--- config.mk ---
export PLATFORM = sky130hd
export DESIGN_NAME = load_store_unit_flat
export DESIGN_NICKNAME = d
export VERILOG_FILES = /design/src/rtl/load_store_unit_if.sv /design/src/rtl/load_store_unit.sv /design/src/flat_wrapper.sv
export SDC_FILE = /design/constraint.sdc
export NUM_CORES = 1
export LEC_CHECK = 0
export ABC_AREA = 1
export ABC_CLOCK_PERIOD_IN_PS = 2700
export BUFFER_PORTS_ARGS = -buffer_cell sky130_fd_sc_hd__buf_2
export CORE_MARGIN = 1
export CORE_UTILIZATION = 50
export CTS_BUF_LIST = sky130_fd_sc_hd__clkbuf_4
export CTS_CLUSTER_SIZE = 20
export DETAILED_ROUTE_END_ITERATION = 7
export PLACE_DENSITY_LB_ADDON = 0.2
export SLEW_MARGIN = 20
export SYNTH_ARGS = -nofsm -noshare
export SYNTH_HDL_FRONTEND = slang
export SYNTH_SLANG_ARGS = --single-unit
--- constraint.sdc ---
create_clock -name clk_in -period 2.7 [get_ports clk_in]
set_clock_uncertainty 0.2 [all_clocks]
set_input_delay 0.54 -clock clk_in [delete_from_list [all_inputs] [get_ports clk_in]]
set_output_delay 0.54 -clock clk_in [all_outputs]
set_load 0.1 [all_outputs]
--- src/rtl/load_store_unit_if.sv ---
// Request/response and data-memory signals of the load/store unit.
// The slave modport is the unit's own view; master is the requester/memory side.
interface load_store_unit_if #(
  parameter int ADDR_WIDTH = 64,
  parameter int DATA_WIDTH = 64
);
  logic                  req_valid_in;
  logic                  req_ready_out;
  logic                  req_store_in;
  logic [2:0]            req_funct3_in;
  logic [ADDR_WIDTH-1:0] req_addr_in;
  logic [DATA_WIDTH-1:0] req_wdata_in;
  logic                  resp_valid_out;
  logic                  resp_ready_in;
  logic [DATA_WIDTH-1:0] resp_data_out;
  logic                  resp_fault_out;
  logic [ADDR_WIDTH-1:0] mem_addr_out;
  logic [DATA_WIDTH-1:0] mem_wdata_out;
  logic                  mem_we_out;
  logic                  mem_re_out;
  logic [DATA_WIDTH-1:0] mem_rdata_in;

  modport slave (
    input  req_valid_in, req_store_in, req_funct3_in, req_addr_in, req_wdata_in,
           resp_ready_in, mem_rdata_in,
    output req_ready_out, resp_valid_out, resp_data_out, resp_fault_out,
           mem_addr_out, mem_wdata_out, mem_we_out, mem_re_out
  );

  modport master (
    output req_valid_in, req_store_in, req_funct3_in, req_addr_in, req_wdata_in,
           resp_ready_in, mem_rdata_in,
    input  req_ready_out, resp_valid_out, resp_data_out, resp_fault_out,
           mem_addr_out, mem_wdata_out, mem_we_out, mem_re_out
  );
endinterface

--- src/rtl/load_store_unit.sv ---
// RV64 load/store unit: one outstanding request, doubleword memory port,
// sub-word stores done as read-modify-write, all outputs registered.
module load_store_unit #(
  parameter int ADDR_WIDTH = 64,
  parameter int DATA_WIDTH = 64
) (
  input logic              clk_in,
  input logic              reset,
  load_store_unit_if.slave bus
);
  localparam int NUM_LANES = DATA_WIDTH / 8;

  typedef enum logic [2:0] {IDLE, RD_REQ, RD_CAP, WR, RESP} state_t;

  state_t                state;
  logic                  store_q;
  logic [2:0]            f3_q;
  logic [2:0]            off_q;
  logic [DATA_WIDTH-1:0] wdata_q;

  logic                  illegal, misaligned, is_sd;
  logic [ADDR_WIDTH-1:0] aligned_addr;

  // Decode the offered request: legality, alignment and the full-width store case
  always_comb begin
    illegal = bus.req_store_in ? bus.req_funct3_in[2] : (bus.req_funct3_in == 3'b111);
    case (bus.req_funct3_in[1:0])
      2'b01:   misaligned = bus.req_addr_in[0];
      2'b10:   misaligned = |bus.req_addr_in[1:0];
      2'b11:   misaligned = |bus.req_addr_in[2:0];
      default: misaligned = 1'b0;
    endcase
    is_sd = bus.req_store_in && (bus.req_funct3_in == 3'b011);
  end

  assign aligned_addr = {bus.req_addr_in[ADDR_WIDTH-1:3], 3'b000};

  // Load path: shift the captured word down to the lane offset, then size/extend
  logic [DATA_WIDTH-1:0] shifted, load_ext;
  assign shifted = bus.mem_rdata_in >> {off_q, 3'b000};

  always_comb begin
    case (f3_q)
      3'b000:  load_ext = {{(DATA_WIDTH-8){shifted[7]}},   shifted[7:0]};
      3'b001:  load_ext = {{(DATA_WIDTH-16){shifted[15]}}, shifted[15:0]};
      3'b010:  load_ext = {{(DATA_WIDTH-32){shifted[31]}}, shifted[31:0]};
      3'b100:  load_ext = {{(DATA_WIDTH-8){1'b0}},         shifted[7:0]};
      3'b101:  load_ext = {{(DATA_WIDTH-16){1'b0}},        shifted[15:0]};
      3'b110:  load_ext = {{(DATA_WIDTH-32){1'b0}},        shifted[31:0]};
      default: load_ext = shifted;
    endcase
  end

  // Store merge: lane mask of the access size moved to the byte offset
  logic [NUM_LANES-1:0]  size_mask, lane_mask;
  logic [DATA_WIDTH-1:0] wdata_sh, merged;

  always_comb begin
    case (f3_q[1:0])
      2'b00:   size_mask = NUM_LANES'(8'h01);
      2'b01:   size_mask = NUM_LANES'(8'h03);
      2'b10:   size_mask = NUM_LANES'(8'h0f);
      default: size_mask = '1;
    endcase
  end

  assign lane_mask = size_mask << off_q;
  assign wdata_sh  = wdata_q << {off_q, 3'b000};

  for (genvar i = 0; i < NUM_LANES; i++) begin : g_lane
    assign merged[8*i +: 8] = lane_mask[i] ? wdata_sh[8*i +: 8] : bus.mem_rdata_in[8*i +: 8];
  end

  // Control FSM; every bus output is a register updated on the transition
  always_ff @(posedge clk_in) begin
    if (reset) begin
      state              <= IDLE;
      store_q            <= 1'b0;
      f3_q               <= 3'b000;
      off_q              <= 3'b000;
      wdata_q            <= '0;
      bus.req_ready_out  <= 1'b1;
      bus.resp_valid_out <= 1'b0;
      bus.resp_data_out  <= '0;
      bus.resp_fault_out <= 1'b0;
      bus.mem_addr_out   <= '0;
      bus.mem_wdata_out  <= '0;
      bus.mem_we_out     <= 1'b0;
      bus.mem_re_out     <= 1'b0;
    end else begin
      case (state)
        IDLE: begin
          if (bus.req_valid_in) begin
            store_q           <= bus.req_store_in;
            f3_q              <= bus.req_funct3_in;
            off_q             <= bus.req_addr_in[2:0];
            wdata_q           <= bus.req_wdata_in;
            bus.req_ready_out <= 1'b0;
            bus.mem_addr_out  <= aligned_addr;
            if (illegal || misaligned) begin
              state              <= RESP;
              bus.resp_valid_out <= 1'b1;
              bus.resp_fault_out <= 1'b1;
              bus.resp_data_out  <= '0;
            end else if (is_sd) begin
              state             <= WR;
              bus.mem_we_out    <= 1'b1;
              bus.mem_wdata_out <= bus.req_wdata_in;
            end else begin
              state          <= RD_REQ;
              bus.mem_re_out <= 1'b1;
            end
          end
        end
        RD_REQ: begin
          state          <= RD_CAP;
          bus.mem_re_out <= 1'b0;
        end
        RD_CAP: begin
          if (store_q) begin
            state             <= WR;
            bus.mem_we_out    <= 1'b1;
            bus.mem_wdata_out <= merged;
          end else begin
            state              <= RESP;
            bus.resp_valid_out <= 1'b1;
            bus.resp_fault_out <= 1'b0;
            bus.resp_data_out  <= load_ext;
          end
        end
        WR: begin
          state              <= RESP;
          bus.mem_we_out     <= 1'b0;
          bus.resp_valid_out <= 1'b1;
          bus.resp_fault_out <= 1'b0;
          bus.resp_data_out  <= '0;
        end
        RESP: begin
          if (bus.resp_ready_in) begin
            state              <= IDLE;
            bus.req_ready_out  <= 1'b1;
            bus.resp_valid_out <= 1'b0;
            bus.resp_fault_out <= 1'b0;
            bus.resp_data_out  <= '0;
            bus.mem_addr_out   <= '0;
            bus.mem_wdata_out  <= '0;
          end
        end
        default: state <= IDLE;
      endcase
    end
  end
endmodule

--- src/flat_wrapper.sv ---
// flat-port wrapper written by rule: the top's interface ports become plain ports
module load_store_unit_flat 
#(
  parameter int ADDR_WIDTH = 64,
  parameter int DATA_WIDTH = 64
)
  (clk_in, reset, bus_req_valid_in, bus_req_store_in, bus_req_funct3_in, bus_req_addr_in, bus_req_wdata_in, bus_resp_ready_in, bus_mem_rdata_in, bus_req_ready_out, bus_resp_valid_out, bus_resp_data_out, bus_resp_fault_out, bus_mem_addr_out, bus_mem_wdata_out, bus_mem_we_out, bus_mem_re_out);
  load_store_unit_if #(.ADDR_WIDTH(ADDR_WIDTH), .DATA_WIDTH(DATA_WIDTH)) bus_i ();
  input logic clk_in;
  input logic reset;
  input wire logic [$bits(bus_i.req_valid_in)-1:0] bus_req_valid_in;
  input wire logic [$bits(bus_i.req_store_in)-1:0] bus_req_store_in;
  input wire logic [$bits(bus_i.req_funct3_in)-1:0] bus_req_funct3_in;
  input wire logic [$bits(bus_i.req_addr_in)-1:0] bus_req_addr_in;
  input wire logic [$bits(bus_i.req_wdata_in)-1:0] bus_req_wdata_in;
  input wire logic [$bits(bus_i.resp_ready_in)-1:0] bus_resp_ready_in;
  input wire logic [$bits(bus_i.mem_rdata_in)-1:0] bus_mem_rdata_in;
  output wire logic [$bits(bus_i.req_ready_out)-1:0] bus_req_ready_out;
  output wire logic [$bits(bus_i.resp_valid_out)-1:0] bus_resp_valid_out;
  output wire logic [$bits(bus_i.resp_data_out)-1:0] bus_resp_data_out;
  output wire logic [$bits(bus_i.resp_fault_out)-1:0] bus_resp_fault_out;
  output wire logic [$bits(bus_i.mem_addr_out)-1:0] bus_mem_addr_out;
  output wire logic [$bits(bus_i.mem_wdata_out)-1:0] bus_mem_wdata_out;
  output wire logic [$bits(bus_i.mem_we_out)-1:0] bus_mem_we_out;
  output wire logic [$bits(bus_i.mem_re_out)-1:0] bus_mem_re_out;
  assign bus_i.req_valid_in = bus_req_valid_in;
  assign bus_i.req_store_in = bus_req_store_in;
  assign bus_i.req_funct3_in = bus_req_funct3_in;
  assign bus_i.req_addr_in = bus_req_addr_in;
  assign bus_i.req_wdata_in = bus_req_wdata_in;
  assign bus_i.resp_ready_in = bus_resp_ready_in;
  assign bus_i.mem_rdata_in = bus_mem_rdata_in;
  assign bus_req_ready_out = bus_i.req_ready_out;
  assign bus_resp_valid_out = bus_i.resp_valid_out;
  assign bus_resp_data_out = bus_i.resp_data_out;
  assign bus_resp_fault_out = bus_i.resp_fault_out;
  assign bus_mem_addr_out = bus_i.mem_addr_out;
  assign bus_mem_wdata_out = bus_i.mem_wdata_out;
  assign bus_mem_we_out = bus_i.mem_we_out;
  assign bus_mem_re_out = bus_i.mem_re_out;
  load_store_unit #(.ADDR_WIDTH(ADDR_WIDTH), .DATA_WIDTH(DATA_WIDTH)) u_core (.clk_in(clk_in), .reset(reset), .bus(bus_i));
endmodule
==> results_dict.tcl <==
set metrics [dict create \
    worst_setup_path_start_kind "flip-flop" \
    ioPinCount 397 \
    drive_gt1_frac 0.201 \
    worst_setup_path_end_kind "flip-flop" \
    fp.dieH_um 176 \
    worstPathBufferInverterCount 2 \
    yosys_warnings 0 \
    dr.pass1.iters 6 \
    clk_latency_ns 0.74 \
    nNetsFinal 3152 \
    avgSynthCellArea_um2 6.07 \
    chipWidth_um 176 \
    report.final.slew_viol_count 0 \
    synth_seq_cells 268 \
    cts_buffer_depth 3 \
    hold_path_class "in2reg" \
    n_fill_cell 2733 \
    worst-slew-pin-transition_ns 0.788 \
    grt_pass1_wl_um 102000 \
    finalCritPeriodShare 0.930 \
    dr.first_iter.drc_count 2435 \
    htree_levels 3 \
    yosysTopAreaCell "dfxtp_1" \
    cts_resized 0 \
    synth_seq_area_share 0.356 \
    crit_family "simple AND/OR/NAND/NOR gates" \
    cts_root_buf "clkbuf_4" \
    grtUsageTotal 0.424 \
    worstPathMaxFanout 72 \
    cts_tree "yes" \
    fin_crit_ns 2.51 \
    dp.cells 3146 \
    via_count 19505 \
    hold_viol_final 0 \
    io_buffers 393 \
    grt_pass1_vias 18237 \
    p_leak_nw 9.28 \
    fin_cells 3390 \
    final_common_cell "nand2_1" \
    antenna_found_initial 4 \
    netlist_instances 2485 \
    drc 0 \
    ir_drop_mv 0.632 \
    syn_area_um2 15100 \
    clk_transition_reported_paths_ns 0.06 \
    post-cts-setup-buffer-count 0 \
    critPathKind "reg2reg" \
    cp_data_required_time_ns 3.10 \
    fmaxAchievable_mhz 398 \
    cp.arrival_ns 2.91 \
    grt_setup_unrepaired "no" \
    p_per_area_nw_per_um2 762 \
    fp.dieArea_um2 30800 \
    antenna_left 0 \
    drt-total-wl_um 67300 \
    netlist.area_leader.share 0.356 \
    cap_viol_max_count 0 \
    dp_hpwl_um 47100 \
    crit_chain "nor2_2 -> nand2_1 -> inv_2 -> nand2_1 -> nand2_1 -> nor3_4 -> nand2_2 -> buf_4 -> nand2_1 -> nand2_1 -> nor2_1" \
    grt_max_degree 137 \
    globalplace.congestion 1.02 \
    vias_per_cell 5.75 \
    final.setup.tns_ns 0 \
    post_drt_wl_per_cell_um 19.8 \
    cp_common_cell "nand2_1" \
    slowest_delay_ns 0.58 \
    multi_input_comb_area_um2 8240 \
    relSlewSlack 0.475 \
    core_um2 29600 \
    setup_violations 0 \
    layout_common_cells "759 x nand2_1, 392 x buf_2, 307 x o21ai_0" \
    overflow 0 \
    numCtsBuffers 71 \
    ys_types 32 \
    seq_area_um2 5370 \
    outcome "complete, no violations" \
    crit_slowest_cell "buf_4" \
    start_util 0.509 \
    clock-sinks 268 \
    areaGrowthSynthToFinish_pct 29.6 \
    rows 63 \
    synth_area_leaders "dfxtp_1 36%, nand2_1 19%, o21ai_0 10%, a21oi_1 9.9%, nand3_1 7.5%" \
]
[stage by stage]
stage	power, W	setup WS, ns	util	hold slack, ns	cell area [um2]
2_1_floorplan	0.00922	0.782	-	0.230	15100
3_3_place_gp	0.0108	0.339	0.587	0.226	17400
3_5_place_dp	0.0109	0.213	0.587	0.243	17400
4_1_cts	0.0147	0.215	0.659	0.00180	19500
5_1_grt	0.0155	0.0427	0.659	0.0159	19500
6_report	0.0149	0.188	0.659	0.0222	19500
[sequential cells by signal, indices dropped and copies added (netlist names), 3 cells and up]
name and flops:
u_core.wdata_q 64, u_core.bus.mem_wdata_out 64, u_core.bus.resp_data_out 64, u_core.state 3
u_core.bus.mem_addr_out 61, u_core.off_q 3, u_core.f3_q 3
[cells in the mapped netlist]
master	number
o211a_1	2
buf_4	8
buf_1	15
clkbuf_1	117
dfxtp_1	268
o21ai_0	307
o211ai_1	36
nand2_2	2
nor3_4	1
buf_2	54
inv_1	168
clkbuf_2	2
a211oi_1	1
a31oi_1	1
nor2_1	184
o21a_1	5
nor2_4	1
or2_2	5
a21oi_1	297
nand3_1	225
o21bai_1	1
nand4_1	4
nor2_2	2
o31ai_1	1
nand3b_1	1
o21ai_1	2
nor3_1	6
clkinv_1	1
a2bb2oi_1	1
conb_1	1
nand2_1	759
inv_2	7
[power by group]
part	internal [W]	switching [W]
Combinational	0.00152	0.00498
Sequential	0.00438	0.000280
Clock	0.00190	0.00184
Total	0.00779	0.00709
[per-layer routing]
layer	share of wire	GRT usage	vias to the layer above
li1	-	-	9064
met1	0.41	0.557	8956
met2	0.44	0.663	1256
met3	0.11	0.0872	227
met4	0.048	0.198	2
met5	0.00019	0	-
[cell type report]
| class | instances | share of cell area |
|---|---|---|
| clock inverter | 19 | 0.00775 |
| sequential | 268 | 0.275 |
| tap | 390 | 0.0250 |
| clock buffer | 99 | 0.0381 |
| inverter | 176 | 0.0340 |
| antenna | 3 | 0.000384 |
| multi-input combinational | 1847 | 0.422 |
| timing repair buffer | 588 | 0.198 |
[kinds of logic after synthesis]
group / synth area share
and+or+nand+nor: 0.319
buffers and inverters: 0.0993
other: 0.000249
AOI/OAI and AO/OA: 0.225
DFF: 0.356
[path summary, 6_finish.rpt]
path / from / endpoint / cells past startpoint / slack, ns
worst min-delay path: bus_req_wdata_in[29] / u_core.wdata_q[29] / 3 / 0.02
worst max-delay path: u_core.state[0] / u_core.bus.mem_wdata_out[20] / 11 / 0.19
worst max register to register: u_core.state[0] / u_core.bus.mem_wdata_out[20] / 11 / 0.19
worst min register to register: u_core.bus.req_ready_out / u_core.bus.req_ready_out / 2 / 0.25
[tightest hold or removal path: stages]
cell,delay [ns]
buf_2,0.12
o21ai_0,0.09
a21oi_1,0.10
[what timing repair did]
item	4_1_cts	5_1_grt
hold buffers	123	0
setup endpoints to repair	0	0
endpoints found under the hold margin	146	0
No activity file was read; power rests on OpenSTA's default activity.
